### src/rtl/rob_ctrl_pkg.sv
// Shared configuration for the reorder-buffer controller:
// sizing defaults and the controller's FSM state encoding.
package rob_ctrl_pkg;

  localparam int ROBSize     = 16;
  localparam int ROBIdxWidth = 4;

  typedef enum logic [1:0] {
    S_RUN        = 2'd0,
    S_WAIT_STORE = 2'd1,
    S_FLUSH      = 2'd2
  } rob_state_e;

endpackage

### src/rtl/rob_ctrl.sv
// Reorder-buffer controller: in-order allocation and retirement,
// store handshake with the LSB, and flush on mispredicted branch.
module rob_ctrl
  import rob_ctrl_pkg::*;
#(
  parameter int ROB_SIZE = ROBSize,
  parameter int IDX_W    = ROBIdxWidth
) (
  input  logic             clk_in,
  input  logic             rst_in,
  input  logic             rdy_in,
  input  logic             alloc_en_in,
  input  logic             alloc_store_in,
  input  logic             wb_en_in,
  input  logic [IDX_W-1:0] wb_idx_in,
  input  logic             wb_mispredict_in,
  input  logic             store_ack_in,
  output logic [IDX_W-1:0] rob_head_out,
  output logic [IDX_W-1:0] rob_tail_out,
  output logic             rob_empty_out,
  output logic             rob_full_out,
  output logic             commit_en_out,
  output logic [IDX_W-1:0] commit_idx_out,
  output logic             store_commit_out,
  output logic             flush_out
);

  typedef logic [IDX_W-1:0] idx_t;
  typedef logic [IDX_W:0]   cnt_t;

  localparam idx_t IDX_LAST = idx_t'(ROB_SIZE - 1);
  localparam cnt_t CNT_FULL = cnt_t'(ROB_SIZE);

  rob_state_e          r_state;
  idx_t                r_head;
  idx_t                r_tail;
  cnt_t                r_count;
  logic [ROB_SIZE-1:0] r_ready;
  logic [ROB_SIZE-1:0] r_store;
  logic [ROB_SIZE-1:0] r_mispred;
  logic                r_empty;
  logic                r_full;
  logic                r_commit_en;
  idx_t                r_commit_idx;
  logic                r_store_commit;
  logic                r_flush;

  logic w_hd_rdy;
  logic w_retire;
  logic w_alloc;
  idx_t w_head_nx;
  idx_t w_tail_nx;
  cnt_t w_cnt_nx;

  assign w_hd_rdy = (r_state == S_RUN) && (r_count != '0)
                  && r_ready[r_head];

  // A store at head retires only on the LSB ack, never straight from RUN.
  assign w_retire = (w_hd_rdy && !r_store[r_head])
                  || ((r_state == S_WAIT_STORE) && store_ack_in);

  assign w_alloc = alloc_en_in && (r_state != S_FLUSH)
                 && ((r_count != CNT_FULL) || w_retire);

  assign w_head_nx = (r_head == IDX_LAST) ? '0 : r_head + 1'b1;
  assign w_tail_nx = (r_tail == IDX_LAST) ? '0 : r_tail + 1'b1;
  assign w_cnt_nx  = r_count + cnt_t'(w_alloc) - cnt_t'(w_retire);

  always_ff @(posedge clk_in or negedge rst_in) begin
    if (!rst_in) begin
      r_state        <= S_RUN;
      r_head         <= '0;
      r_tail         <= '0;
      r_count        <= '0;
      r_ready        <= '0;
      r_store        <= '0;
      r_mispred      <= '0;
      r_empty        <= 1'b1;
      r_full         <= 1'b0;
      r_commit_en    <= 1'b0;
      r_commit_idx   <= '0;
      r_store_commit <= 1'b0;
      r_flush        <= 1'b0;
    end else if (!rdy_in) begin
      r_commit_en <= 1'b0;
      r_flush     <= 1'b0;
    end else begin
      r_commit_en <= 1'b0;
      r_flush     <= 1'b0;
      if (wb_en_in) begin
        r_ready[wb_idx_in]   <= 1'b1;
        r_mispred[wb_idx_in] <= wb_mispredict_in;
      end
      if (w_alloc) begin
        r_ready[r_tail]   <= 1'b0;
        r_mispred[r_tail] <= 1'b0;
        r_store[r_tail]   <= alloc_store_in;
        r_tail            <= w_tail_nx;
      end
      if (w_retire) begin
        r_commit_en  <= 1'b1;
        r_commit_idx <= r_head;
        r_head       <= w_head_nx;
      end
      r_count <= w_cnt_nx;
      r_empty <= (w_cnt_nx == '0);
      r_full  <= (w_cnt_nx == CNT_FULL);
      unique case (r_state)
        S_RUN: begin
          if (w_hd_rdy && r_store[r_head]) begin
            r_state        <= S_WAIT_STORE;
            r_store_commit <= 1'b1;
            r_commit_idx   <= r_head;
          end else if (w_hd_rdy && r_mispred[r_head]) begin
            r_state <= S_FLUSH;
          end
        end
        S_WAIT_STORE: begin
          if (store_ack_in) begin
            r_store_commit <= 1'b0;
            r_state        <= S_RUN;
          end
        end
        S_FLUSH: begin
          r_flush   <= 1'b1;
          r_head    <= '0;
          r_tail    <= '0;
          r_count   <= '0;
          r_ready   <= '0;
          r_store   <= '0;
          r_mispred <= '0;
          r_empty   <= 1'b1;
          r_full    <= 1'b0;
          r_state   <= S_RUN;
        end
        default: r_state <= S_RUN;
      endcase
    end
  end

  assign rob_head_out     = r_head;
  assign rob_tail_out     = r_tail;
  assign rob_empty_out    = r_empty;
  assign rob_full_out     = r_full;
  assign commit_en_out    = r_commit_en;
  assign commit_idx_out   = r_commit_idx;
  assign store_commit_out = r_store_commit;
  assign flush_out        = r_flush;

endmodule
### config.mk
export PLATFORM = sky130hd
export DESIGN_NAME = rob_ctrl
export DESIGN_NICKNAME = d
export VERILOG_FILES = /design/src/rtl/rob_ctrl_pkg.sv /design/src/rtl/rob_ctrl.sv
export SDC_FILE = /design/constraint.sdc
export NUM_CORES = 1
export LEC_CHECK = 0
export ABC_AREA = 1
export BUFFER_PORTS_ARGS = -buffer_cell sky130_fd_sc_hd__buf_2
export CORE_UTILIZATION = 61
export DETAILED_ROUTE_END_ITERATION = 6
export GPL_ROUTABILITY_DRIVEN = 1
export PLACE_DENSITY = 0.8
export SLEW_MARGIN = 25
export SYNTH_ARGS = -nofsm -noshare
export SYNTH_HDL_FRONTEND = slang
export SYNTH_SLANG_ARGS = --single-unit
### constraint.sdc
create_clock -name clk_in -period 4.2 [get_ports clk_in]
set_input_delay 0.84 -clock clk_in [delete_from_list [all_inputs] [get_ports clk_in]]
set_output_delay 0.84 -clock clk_in [all_outputs]
set_load 0.1 [all_outputs]
# Word-level counts from Yosys, hierarchy flattened
# Cells that the tools add are included.
[totals]
in_bits = 12
output_inout_bits = 17
wordCells = 104
regBits = 72
[op_classes]
n_addsub = 4
eq_ne = 10
muxes = 45
bitwise = 4
order_cmp = 5
n_reduce_logical = 23
[op_table]
columns = ["op", "n"]
rows = [
  ["16-bit 2-to-1 mux", 10],
  ["4-bit 2-to-1 mux", 9],
  ["16-bit bitwise AND", 2],
  ["16-bit bitwise mux", 2],
  ["16-bit inverter", 1],
  ["16-bit OR", 1],
  ["4-bit by 5-bit < comparator with 1-bit output (second input constant)", 3],
  ["1-bit 2-to-1 mux", 13],
  ["1-bit binary-select mux with 4-bit select", 3],
  ["1-bit logical AND", 10],
  ["4-bit by 1-bit adder with 4-bit output (second input constant)", 2],
  ["1-bit demux with 4-bit select", 2],
  ["4-bit equality test (second input constant)", 2],
  ["4-bit by 1-bit >= comparator with 1-bit output (second input constant)", 2],
  ["2-bit 2-to-1 mux", 3],
  ["2-bit nonzero test", 3],
  ["5-bit by 1-bit adder with 5-bit output", 1],
  ["5-bit equality test (second input constant)", 1],
  ["5-bit zero test", 1],
  ["5-bit 2-to-1 mux", 1],
  ["5-bit != test (second input constant)", 1],
  ["5-bit nonzero test", 1],
  ["5-bit by 1-bit subtractor with 5-bit output", 1],
  ["2-bit != test (second input constant)", 2],
  ["12 further kinds", 14],
]

# Longest topological paths before layout
# Gate-level depths: netlist (run 1).
[logic_depth]
ltp_word = 11
depth_mapped = 22
ltp_nobuf = 21

# Worst setup path after synthesis (run 1)
# Ideal clock, no wire load.
[synth_timing]
path_type = "register -> register"
start = "register r_head[1] (netlist: rob_head_out[1])"
end = "register r_empty (netlist: rob_empty_out)"
t_required_ns = 4.089
period_less_slack_ns = 3.670
setup_slack_ns = 0.530
arrival_ns = 3.559
stages_incl_launch_ff = 22
path_buffers = 1
setup_time_ns = 0.111
path_cell_list = "dfrtp_1 buf_4 nand2_2 inv_2 nand2_1 nor2_1 nor2_1 nand2_1 nand2_1 inv_1 nand3_2 nand3_4 nand2_2 ha_1 inv_1 ha_1 fa_1 a21oi_1 nor2_1 nor2_1 xor2_1 o311ai_0"
[synth_between]
elab_chain_cells = 11
word_cells_on_any_way = 14
cone_classes = "add/sub: 2; mux: 5; reduce/logical: 7"
[synth_lines]
columns = ["item", "line_no", "text"]
rows = [
  ["start: declaration", "rob_ctrl.sv:35", "idx_t r_head;"],
  ["start signal: assignment", "rob_ctrl.sv:103", "r_head <= w_head_nx;"],
  ["1-bit binary-select mux with 4-bit select, on equally long branches", "rob_ctrl.sv:56, rob_ctrl.sv:59", ""],
  ["1-bit 2-to-1 mux, on equally long branches", "rob_ctrl.sv:56, rob_ctrl.sv:59", ""],
  ["1-bit logical AND / 1-bit zero test (equally long branches)", "rob_ctrl.sv:56, rob_ctrl.sv:59", ""],
  ["1-bit logical AND (*)", "rob_ctrl.sv:59", "assign w_retire = (w_hd_rdy && !r_store[r_head])"],
  ["1-bit logical OR (*)", "rob_ctrl.sv:60", "|| ((r_state == S_WAIT_STORE) && store_ack_in);"],
  ["1-bit logical OR", "rob_ctrl.sv:63", "&& ((r_count != CNT_FULL) || w_retire);"],
  ["1-bit logical AND", "rob_ctrl.sv:63", ""],
  ["5-bit by 1-bit adder with 5-bit output", "rob_ctrl.sv:67", "assign w_cnt_nx = r_count + cnt_t'(w_alloc) - cnt_t'(w_retire);"],
  ["5-bit by 1-bit subtractor with 5-bit output (*)", "rob_ctrl.sv:67", ""],
  ["5-bit zero test (*)", "rob_ctrl.sv:106", "r_empty <= (w_cnt_nx == '0);"],
  ["1-bit 2-to-1 mux (*)", "rob_ctrl.sv:108", "unique case (r_state)"],
  ["end signal: assignment", "rob_ctrl.sv:106", ""],
  ["end: declaration", "rob_ctrl.sv:41", "logic r_empty;"],
]
# Every way passes the cells marked *; elsewhere a longest branch is shown, timed or not. The select of a mux whose other input is x is not followed.
# A chain may end at the register's enable or synchronous reset.

# Final worst setup path (run 1)
# Ends and elaborated chain as after synthesis.

==> reports/results.md, run 1 <==
| Item | This run | Unit |
|:---|:---|:---|
| Count of maximum capacitance violations | 0 | - |
| Share of total power in combinational logic | 52.1 | % |
| Number of buffers inserted for hold repair after clock tree synthesis | 0 | - |
| Worst path buffer plus inverter count | 3 | - |
| Core box area | 0.00694 | mm^2 |
| Number of slew-limit violations in the final report | 0 | - |
| Post-route DRC violation count | 0 | - |
| Setup TNS | 0 | ps |
| Transition time of the tightest slew-check pin | 1130 | ps |
| Post-route total power | 3.92 | mW |
| Gate count after technology mapping | 633 | - |
| Cts bufs inserted | 9 | - |
| Slowest stage delay, CP | 610 | ps |
| Worst Setup Slack post-DPL | 765 | ps |
| Sequential-to-total area share from yosys stat | 40.4 | % |
| Clock sink total | 72 | - |
| DR vias/cell | 5.70 | - |
| Logic depth of the worst setup path including buffers | 20 | - |
| Post-CTS setup buffers | 0 | - |
| Cells along the critical path | nand2_2 > inv_2 > nand2_1 > nor2_1 > nor2_1 > nand2_1 > nand2_1 > inv_1 > nand3_2 > nand3_4 > nand2_2 > ha_1 > inv_1 > ha_1 > fa_1 > a21oi_1 > nor2_1 > nor2_1 > xor2_1 > o311ai_0 | - |
| Data required time of the worst path | 4440 | ps |
| Depth of the most critical reg-to-reg path | 20 | - |
| Share of final-layout standard cells stronger than drive strength 1 | 9.73 | % |
| Switch Pwr | 1.96 | mW |
| Synth unique cells | 40 | - |
| Post-Syn Nets | 657 | - |
| Clock-pin slew on the worst setup and hold paths | 80 | ps |
| Design Area, Final | 0.00491 | mm^2 |
| Wire length of the first global-routing pass | 18900 | um |
| Post-route non-filler standard cell count | 754 | - |
| Die Footprint | 0.00767 | mm^2 |
| Cell area after technology mapping | 0.00446 | mm^2 |
| CTS tree | built | - |
| Antenna Diode Count | 0 | - |
| Cell-internal power | 1.96 | mW |
| Sequential group share of total power | 29.1 | % |
| Top cell type by total area after synthesis | sky130_fd_sc_hd__dfrtp_1 | - |
| Final wirelength | 11500 | um |
| Kind of start point of the critical path | flop | - |
| Cell chosen for the clock root | sky130_fd_sc_hd__clkbuf_8 | - |
| Hold Fails Final Rpt | 0 | - |
| Arrival time reported for the critical path endpoint | 3650 | ps |
| Setup-failing EPs final | 0 | - |
| Kind of cell adding the most delay to the critical path | simple AND/OR/NAND/NOR gates | - |
| Residual antenna-violating net count after detailed routing | 0 | - |
| Status | completed | - |
| P per Cell Area | 798 | mW/mm^2 |
| Critical path start-end classification | flop to flop | - |
| Largest cells by area after synthesis | sky130_fd_sc_hd__dfrtp_1 (40%), sky130_fd_sc_hd__nand2_1 (16%), sky130_fd_sc_hd__nand3_1 (7.3%), sky130_fd_sc_hd__inv_1 (7.2%), sky130_fd_sc_hd__nor2_1 (4.4%) | - |
| Maximum number of buffers from clock root to sink | 2 | - |
| Sum of overflow across all layers after global routing | 0 | - |
| Latest clock arrival within the worst-skew pair | 350 | ps |
| Min setup slack post-route | 796 | ps |
| Layout area overhead | 10.0 | % |
| Largest net degree at the start of global routing | 73 | - |
| Total routing resource utilization after global routing | 32.6 | % |
| Path class of the lowest-slack min-delay path | flop to flop | - |
| Router iterations before antenna repair | 5 | - |
| IO Pins | 29 | - |
| Worst Setup End Kind | flop | - |
| Core occupancy in the finished layout | 70.7 | % |
| Proportion of netlist area held by the largest area contributor | 39.8 | % |
| Fin crit share | 81.0 | % |
| Area of placed instances | 0.00464 | mm^2 |
| Height of the die | 87.6 | um |
| Overall die width | 87.6 | um |
| Mapped Avg Cell Area | 7.05 | um^2 |
| Setup repair after global routing missed its margin | no | - |
| Part of the power in the clock network | 18.8 | % |
| Clock skew | 6.63 | ps |
| Crit-path most repeated cell | sky130_fd_sc_hd__nor2_1 | - |
| Antenna violations before repair | 0 | - |
| Leak | 2.56 | nW |
| Cell depth of the worst hold path | 2 | - |
| Cells after DPL | 738 | - |
| Final period demand of the worst path | 3400 | ps |
| Vias in the first global route | 3958 | - |
| Number of nets in the layout | 677 | - |
| Fmax achieved | 294 | MHz |
| GPL Wtd Cong | 0.933 | - |
| Standard cell with the maximum stage delay on the critical path | sky130_fd_sc_hd__dfrtp_1 | - |
| Number of levels the H-tree was split into | 3 | - |
| IO buf count | 28 | - |
| Via count | 4301 | - |
| Count of state elements after synthesis | 72 | - |
| Starting density of the core | 64.3 | % |
| Headroom to the max-slew limit | 24.3 | % |
| Number of cells upsized or downsized after cts | 0 | - |
| Hold Worst Slack | 480 | ps |
| Filler Cell Count | 577 | - |
| Number of placement rows | 30 | - |
| Warnings from Yosys | 0 | - |
| Maximum vdd drop | 0.383 | mV |
| Wirelength per Cell | 15.2 | um |
| Detail Placement HPWL | 8130 | um |
| Share of total power consumed by net switching | 49.9 | % |
| Iteration-0 DRC count of the detailed router | 390 | - |
| Peak fanout along the critical path | 11 | - |
-- state kept, by name, summed over array words and instances, names as in the netlist --
signal / flops
commit_en_out: 1
r_state: 2
rob_head_out: 4
rob_empty_out: 1
rob_full_out: 1
r_count: 5
r_mispred: 16
commit_idx_out: 4
rob_tail_out: 4
r_store: 16
r_ready: 16
store_commit_out: 1
flush_out: 1
-- kinds of logic after synthesis --
| kind of cell | synth area share, % |
|---|---|
| flip-flops | 40.4 |
| adder cells (fa/ha/maj) | 3.53 |
| buffers and inverters | 10.2 |
| AND/OR/NAND/NOR | 32.5 |
| AO/OA/AOI/OAI | 12.4 |
| XOR/XNOR | 0.981 |
-- worst reg2reg max path: cells and delay by family (launching register included) --
family / cells / cell delay, ps
AND/OR/NAND/NOR: 11 / 990
adder cells (fa/ha/maj): 3 / 910
flip-flops: 1 / 610
AO/OA/AOI/OAI: 2 / 470
buffers and inverters: 3 / 210
XOR/XNOR: 1 / 90
-- worst paths after layout --
kind / endpoint / start / slack (ps)
max in group asynchronous: r_ready[15] / rst_in / 2910
worst min-delay path: r_store[11] / r_store[11] / 480
worst max register to register: rob_empty_out / rob_head_out[1] / 800
min in group asynchronous: r_count[2] / rst_in / 700
worst min register to register: r_store[11] / r_store[11] / 480
worst max-delay path: rob_empty_out / rob_head_out[1] / 800
-- placed cells by master (no fill, tap or decap), types with 2 or more instances in the layout --
master,Yosys,final
sky130_fd_sc_hd__nand3_1,65,65
sky130_fd_sc_hd__o2111ai_1,2,2
sky130_fd_sc_hd__a31o_2,2,2
sky130_fd_sc_hd__nand2_1,186,186
sky130_fd_sc_hd__xor2_1,4,4
sky130_fd_sc_hd__o211ai_1,9,9
sky130_fd_sc_hd__o21ai_1,2,2
sky130_fd_sc_hd__ha_1,11,11
sky130_fd_sc_hd__a21oi_1,17,17
sky130_fd_sc_hd__inv_2,3,3
sky130_fd_sc_hd__nand3_2,3,3
sky130_fd_sc_hd__buf_2,2,28
sky130_fd_sc_hd__nand4_1,11,11
sky130_fd_sc_hd__nor2_1,52,52
sky130_fd_sc_hd__o22ai_1,11,11
sky130_fd_sc_hd__buf_4,3,5
sky130_fd_sc_hd__clkinv_2,0,2
sky130_fd_sc_hd__inv_1,86,86
sky130_fd_sc_hd__nand2_2,3,3
sky130_fd_sc_hd__dfrtp_1,71,71
sky130_fd_sc_hd__bufinv_16,0,4
sky130_fd_sc_hd__nor3_1,12,12
sky130_fd_sc_hd__o21bai_1,4,4
sky130_fd_sc_hd__a21boi_0,5,5
sky130_fd_sc_hd__clkbuf_8,0,10
sky130_fd_sc_hd__o21ai_0,36,36
-- routing by layer --
| metal | up-vias | wire length (um) | global-route usage (%) |
|---|---|---|---|
| met4 | 0 | 253 | 13.0 |
| met5 | - | 0 | 0 |
| met1 | 1983 | 5040 | 44.1 |
| met2 | 210 | 5210 | 51.1 |
| li1 | 2078 | - | - |
| met3 | 30 | 998 | 7.16 |
-- power groups by stage --
stage               Sequential, mW  Combinational [mW]  Clock (mW)
floorplan                     1.52                1.24           0
global placement              1.13                1.98           0
detailed placement            1.14                2.01           0
CTS                           1.13                2.03       0.740
global route                  1.16                2.28       0.769
finish                        1.14                2.04       0.738
-- area by class of cell --
| cell class | count | area (um^2) | area share, % |
|---|---|---|---|
| clock inverters | 6 | 130 | 2.65 |
| clock buffers | 10 | 138 | 2.80 |
| repair buffers | 33 | 178 | 3.62 |
| inverters | 90 | 338 | 6.88 |
| well taps | 96 | 120 | 2.45 |
| flip-flops and latches | 72 | 1800 | 36.7 |
| multi-input cells | 447 | 2200 | 44.9 |
-- synth_stat cells (all sizes together) --
cell     instances
o31ai            1
a21o             1
o22ai           11
fa               1
nand3           69
buf              8
clkinv           1
ha              11
nor3b            1
a21oi           17
o311ai           1
a22oi            1
a21boi           5
o21ai           38
and2             1
o21a             1
clkbuf          16
nand4           11
inv             89
nand2          190
o211ai           9
xor2             4
nor3            12
dfrtp           71
o2111ai          2
o21bai           4
dfstp            1
nor2            53
xnor2            1
a31o             2
(Power assumes the default switching activity.)
==> run 2: changes to the inputs <==
--- a/config.mk
+++ b/config.mk
@@ -5,12 +5,12 @@
 export SDC_FILE = /design/constraint.sdc
 export NUM_CORES = 1
 export LEC_CHECK = 0
-export ABC_AREA = 1
+export ABC_AREA = 0
 export BUFFER_PORTS_ARGS = -buffer_cell sky130_fd_sc_hd__buf_2
-export CORE_UTILIZATION = 61
+export CORE_UTILIZATION = 55
 export DETAILED_ROUTE_END_ITERATION = 6
 export GPL_ROUTABILITY_DRIVEN = 1
-export PLACE_DENSITY = 0.8
+export PLACE_DENSITY = 0.76
 export SLEW_MARGIN = 25
 export SYNTH_ARGS = -nofsm -noshare
 export SYNTH_HDL_FRONTEND = slang
==> constraint.sdc (replaced) <==
create_clock -name clk_in -period 3 [get_ports clk_in]
set_input_delay 0.6 -clock clk_in [delete_from_list [all_inputs] [get_ports clk_in]]
set_output_delay 0.6 -clock clk_in [all_outputs]
set_load 0.1 [all_outputs]
==> reports/results.md, run 2 <==
| Item | This run | Unit | Change |
|:---|:---|:---|:---|
| Status | finished, violations left | - |  |
| Violations in the final reports | setup timing | - |  |
| Peak fanout along the critical path | 7 | - | -4 |
| Number of nets in the layout | 538 | - | -21% |
| Critical path start-end classification | flop to flop | - |  |
| Proportion of netlist area held by the largest area contributor | 41.6 | % | +1.8 points |
| Data required time of the worst path | 3290 | ps | -1150 ps |
| Iteration-0 DRC count of the detailed router | 547 | - | +40% |
| Clock skew | 10.5 | ps | +3.88 ps |
| CTS tree | built | - |  |
| Via count | 3989 | - | -7.3% |
| Detail Placement HPWL | 9140 | um | +12% |
| Die Footprint | 0.00812 | mm^2 | +5.9% |
| Starting density of the core | 57.9 | % | -6.3 points |
| Cells after DPL | 595 | - | -19% |
| Mapped Avg Cell Area | 9.45 | um^2 | +34% |
| Maximum vdd drop | 0.869 | mV | +130% |
| Antenna violations before repair | 0 | - | unchanged |
| Commonest cells after routing, fill and taps aside | sky130_fd_sc_hd__dfrtp_1 (67), sky130_fd_sc_hd__buf_4 (52), sky130_fd_sc_hd__nand2_1 (48), sky130_fd_sc_hd__nor2_1 (30), sky130_fd_sc_hd__buf_2 (27) | - |  |
| Depth of the most critical reg-to-reg path | 18 | - | -10% |
| Latest clock arrival within the worst-skew pair | 350 | ps | about the same |
| Headroom to the max-slew limit | 44.1 | % | +20 points |
| IO Pins | 29 | - | unchanged |
| Vias in the first global route | 3985 | - | +0.68% |
| Design Area, Final | 0.00509 | mm^2 | +3.7% |
| Leak | 2.34 | nW | -8.7% |
| Residual antenna-violating net count after detailed routing | 0 | - | unchanged |
| Path class of the lowest-slack min-delay path | input port to asynchronous set/reset pin | - |  |
| Endpoint of the worst register-to-register path | rob_empty_out | - |  |
| Worst Setup Slack post-DPL | -452 | ps | -1220 ps |
| Number of slew-limit violations in the final report | 0 | - | unchanged |
| Router iterations before antenna repair | 6 | - | +1 |
| Count of maximum capacitance violations | 0 | - | unchanged |
| Slowest stage delay, CP | 550 | ps | -60 ps |
| Final period demand of the worst path | 3490 | ps | +90.6 ps |
| Post-route total power | 6.20 | mW | +58% |
| Number of placement rows | 31 | - | +3.3% |
| Post-route non-filler standard cell count | 618 | - | -18% |
| Clock sink total | 72 | - | unchanged |
| Transition time of the tightest slew-check pin | 838 | ps | -289 ps |
| Total routing resource utilization after global routing | 33.4 | % | +0.86 points |
| Hold Worst Slack | 231 | ps | -250 ps |
| Worst Setup End Kind | flop | - |  |
| Antenna Diode Count | 0 | - | unchanged |
| Wire length of the first global-routing pass | 21000 | um | +11% |
| Final wirelength | 12700 | um | +11% |
| Slack of the worst reg-to-reg path | -490 | ps | -1290 ps |
| Cts bufs inserted | 9 | - | unchanged |
| Async S/R FF share, synth | 100 | % | unchanged |
| Largest net degree at the start of global routing | 45 | - | -38% |
| Number of levels the H-tree was split into | 3 | - | unchanged |
| Sum of overflow across all layers after global routing | 0 | - | unchanged |
| Kind of start point of the critical path | flop | - |  |
| Synth unique cells | 60 | - | +50% |
| IO buf count | 28 | - | unchanged |
| Maximum number of buffers from clock root to sink | 2 | - | unchanged |
| Most common cell after layout, fill and taps aside | sky130_fd_sc_hd__dfrtp_1 | - |  |
| Top flop regs | r_mispred: 16 flops, r_ready: 16 flops, r_store: 16 flops | - |  |
| Reg-to-reg startpoint | rob_head_out[0] | - |  |
| Core box area | 0.00737 | mm^2 | +6.1% |
| Gate count after technology mapping | 452 | - | -29% |
| Sequential-to-total area share from yosys stat | 42.2 | % | +1.8 points |
| Standard cell with the maximum stage delay on the critical path | sky130_fd_sc_hd__dfrtp_4 | - |  |
| Core occupancy in the finished layout | 69.1 | % | -1.6 points |
| Setup-failing EPs final | 6 | - | +6 |
| Most frequent cell after synthesis | sky130_fd_sc_hd__dfrtp_1 | - |  |
| Hold Fails Final Rpt | 0 | - | unchanged |
| Clock-pin slew on the worst setup and hold paths | 80 | ps | about the same |
| Setup TNS | -2300 | ps | -2300 ps |
| GPL Wtd Cong | 1.00 | - | +7.5% |
| Fmax achieved | 286 | MHz | -2.6% |
| P per Cell Area | 1220 | mW/mm^2 | +52% |
| DR vias/cell | 6.45 | - | +13% |
| Post-route DRC violation count | 0 | - | unchanged |
| Share of final-layout standard cells stronger than drive strength 1 | 27.0 | % | +17 points |
| Cell chosen for the clock root | sky130_fd_sc_hd__clkbuf_8 | - |  |
| Overall die width | 90.1 | um | +2.9% |
| Post-synth top flop | sky130_fd_sc_hd__dfrtp_1 | - |  |
| Area of placed instances | 0.00481 | mm^2 | +3.5% |
| Layout area overhead | 19.2 | % |  |
| Cells along the critical path | buf_12 > mux2i_1 > a221oi_1 > nand4_1 > a21oi_4 > o21a_1 > nand2_4 > ha_4 > inv_2 > ha_4 > buf_4 > buf_6 > a21o_1 > a21oi_2 > xor2_1 > nor4_2 > a21oi_1 > a21oi_1 | - |  |
| Arrival time reported for the critical path endpoint | 3780 | ps | +130 ps |
| Commonest cells in the netlist | sky130_fd_sc_hd__dfrtp_1 (71), sky130_fd_sc_hd__nand2_1 (50), sky130_fd_sc_hd__nor2_1 (30), sky130_fd_sc_hd__inv_1 (25), sky130_fd_sc_hd__o21ai_0 (23) | - |  |
| Top cell type by total area after synthesis | sky130_fd_sc_hd__dfrtp_1 | - |  |
| Height of the die | 90.1 | um | +2.9% |
| Cell area after technology mapping | 0.00427 | mm^2 | -4.3% |
| Wirelength per Cell | 20.6 | um | +35% |
| Post-Syn Nets | 476 | - | -28% |
| Min setup slack post-route | -494 | ps | -1290 ps |
| Setup repair after global routing missed its margin | yes | - |  |
| Count of state elements after synthesis | 72 | - | unchanged |
| Largest cells by area after synthesis | sky130_fd_sc_hd__dfrtp_1 (42%), sky130_fd_sc_hd__mux2i_1 (5.2%), sky130_fd_sc_hd__mux4_2 (4.7%), sky130_fd_sc_hd__nand2_1 (4.4%), sky130_fd_sc_hd__ha_1 (3.2%) | - |  |
| Warnings from Yosys | 0 | - | unchanged |
| Fin crit share | 116 | % | +35 points |
| Number of flops mapped to enable cells by yosys | 0 | - | unchanged |
run 2: changes by cell type after synthesis, moves of 6 or more:
cell and delta:
sky130_fd_sc_hd__nand3_1 -45, sky130_fd_sc_hd__mux2i_1 +22, sky130_fd_sc_hd__inv_1 -61, sky130_fd_sc_hd__o211ai_1 -6
sky130_fd_sc_hd__o22ai_1 -8, sky130_fd_sc_hd__nor2b_1 +6, sky130_fd_sc_hd__o21ai_0 -13, sky130_fd_sc_hd__nand2_1 -136
sky130_fd_sc_hd__mux4_2 +9, sky130_fd_sc_hd__and3_1 +11, sky130_fd_sc_hd__a31oi_1 +11, sky130_fd_sc_hd__nor2_1 -22
run 2: worst max-delay path: cells and delay by family (launching register included):
family          cells  cell delay [ps]
fa+ha+maj           2              410
compound gates      7             1270
flops               1              550
buf+inv             4              420
mux                 1              110
xor+xnor            1              100
simple gates        3              560
run 2: what timing repair did:
action,4_1_cts,5_1_grt
pin swaps,4,4
hold endpoints to repair,0,0
hold buffers,0,0
endpoints found under the setup margin,6,10
setup buffers,5,2
gates resized for setup,3,8
run 2: worst max-delay path by stage:
stage	cells after the start	end	startpoint
6_report	18	rob_empty_out	rob_head_out[0]
2_1_floorplan	20	rob_full_out	rob_head_out[0]
3_3_place_gp	15	rob_empty_out	rob_head_out[0]
3_5_place_dp	18	rob_full_out	rob_head_out[0]
5_1_grt	16	rob_empty_out	rob_head_out[0]
4_1_cts	16	rob_empty_out	rob_head_out[0]
run 2: cell families after synthesis:
family / after synthesis / share of synthesized area (%)
flops: 72 / 42.2
mux: 36 / 11.2
compound gates: 112 / 18.1
xor+xnor: 4 / 0.821
fa+ha+maj: 12 / 3.69
simple gates: 158 / 17.8
buf+inv: 58 / 6.09
run 2: report_power, final:
part	total (mW)	internal (mW)	leakage [nW]	switching, mW
Combinational	3.72	1.50	1.36	2.21
Clock	0.735	0.346	0.0886	0.389
Sequential	1.74	1.38	0.890	0.359
run 2: layout make-up:
cell class              count  area [um^2]
inverters                  26         97.6
well taps                  99          124
repair buffers             83          588
multi-input cells         322         2290
clock inverters             4         28.8
fillers                   577         2280
flip-flops and latches     72         1810
clock buffers              12          155
run 2: routing by layer:
layer  up-vias  track usage [%]  routed length, um
met5         -                0                  0
met1      1901             44.6               4950
met3        37             10.4               1400
met4         0             11.2                357
met2       285             51.8               6000
li1       1766                -                  -
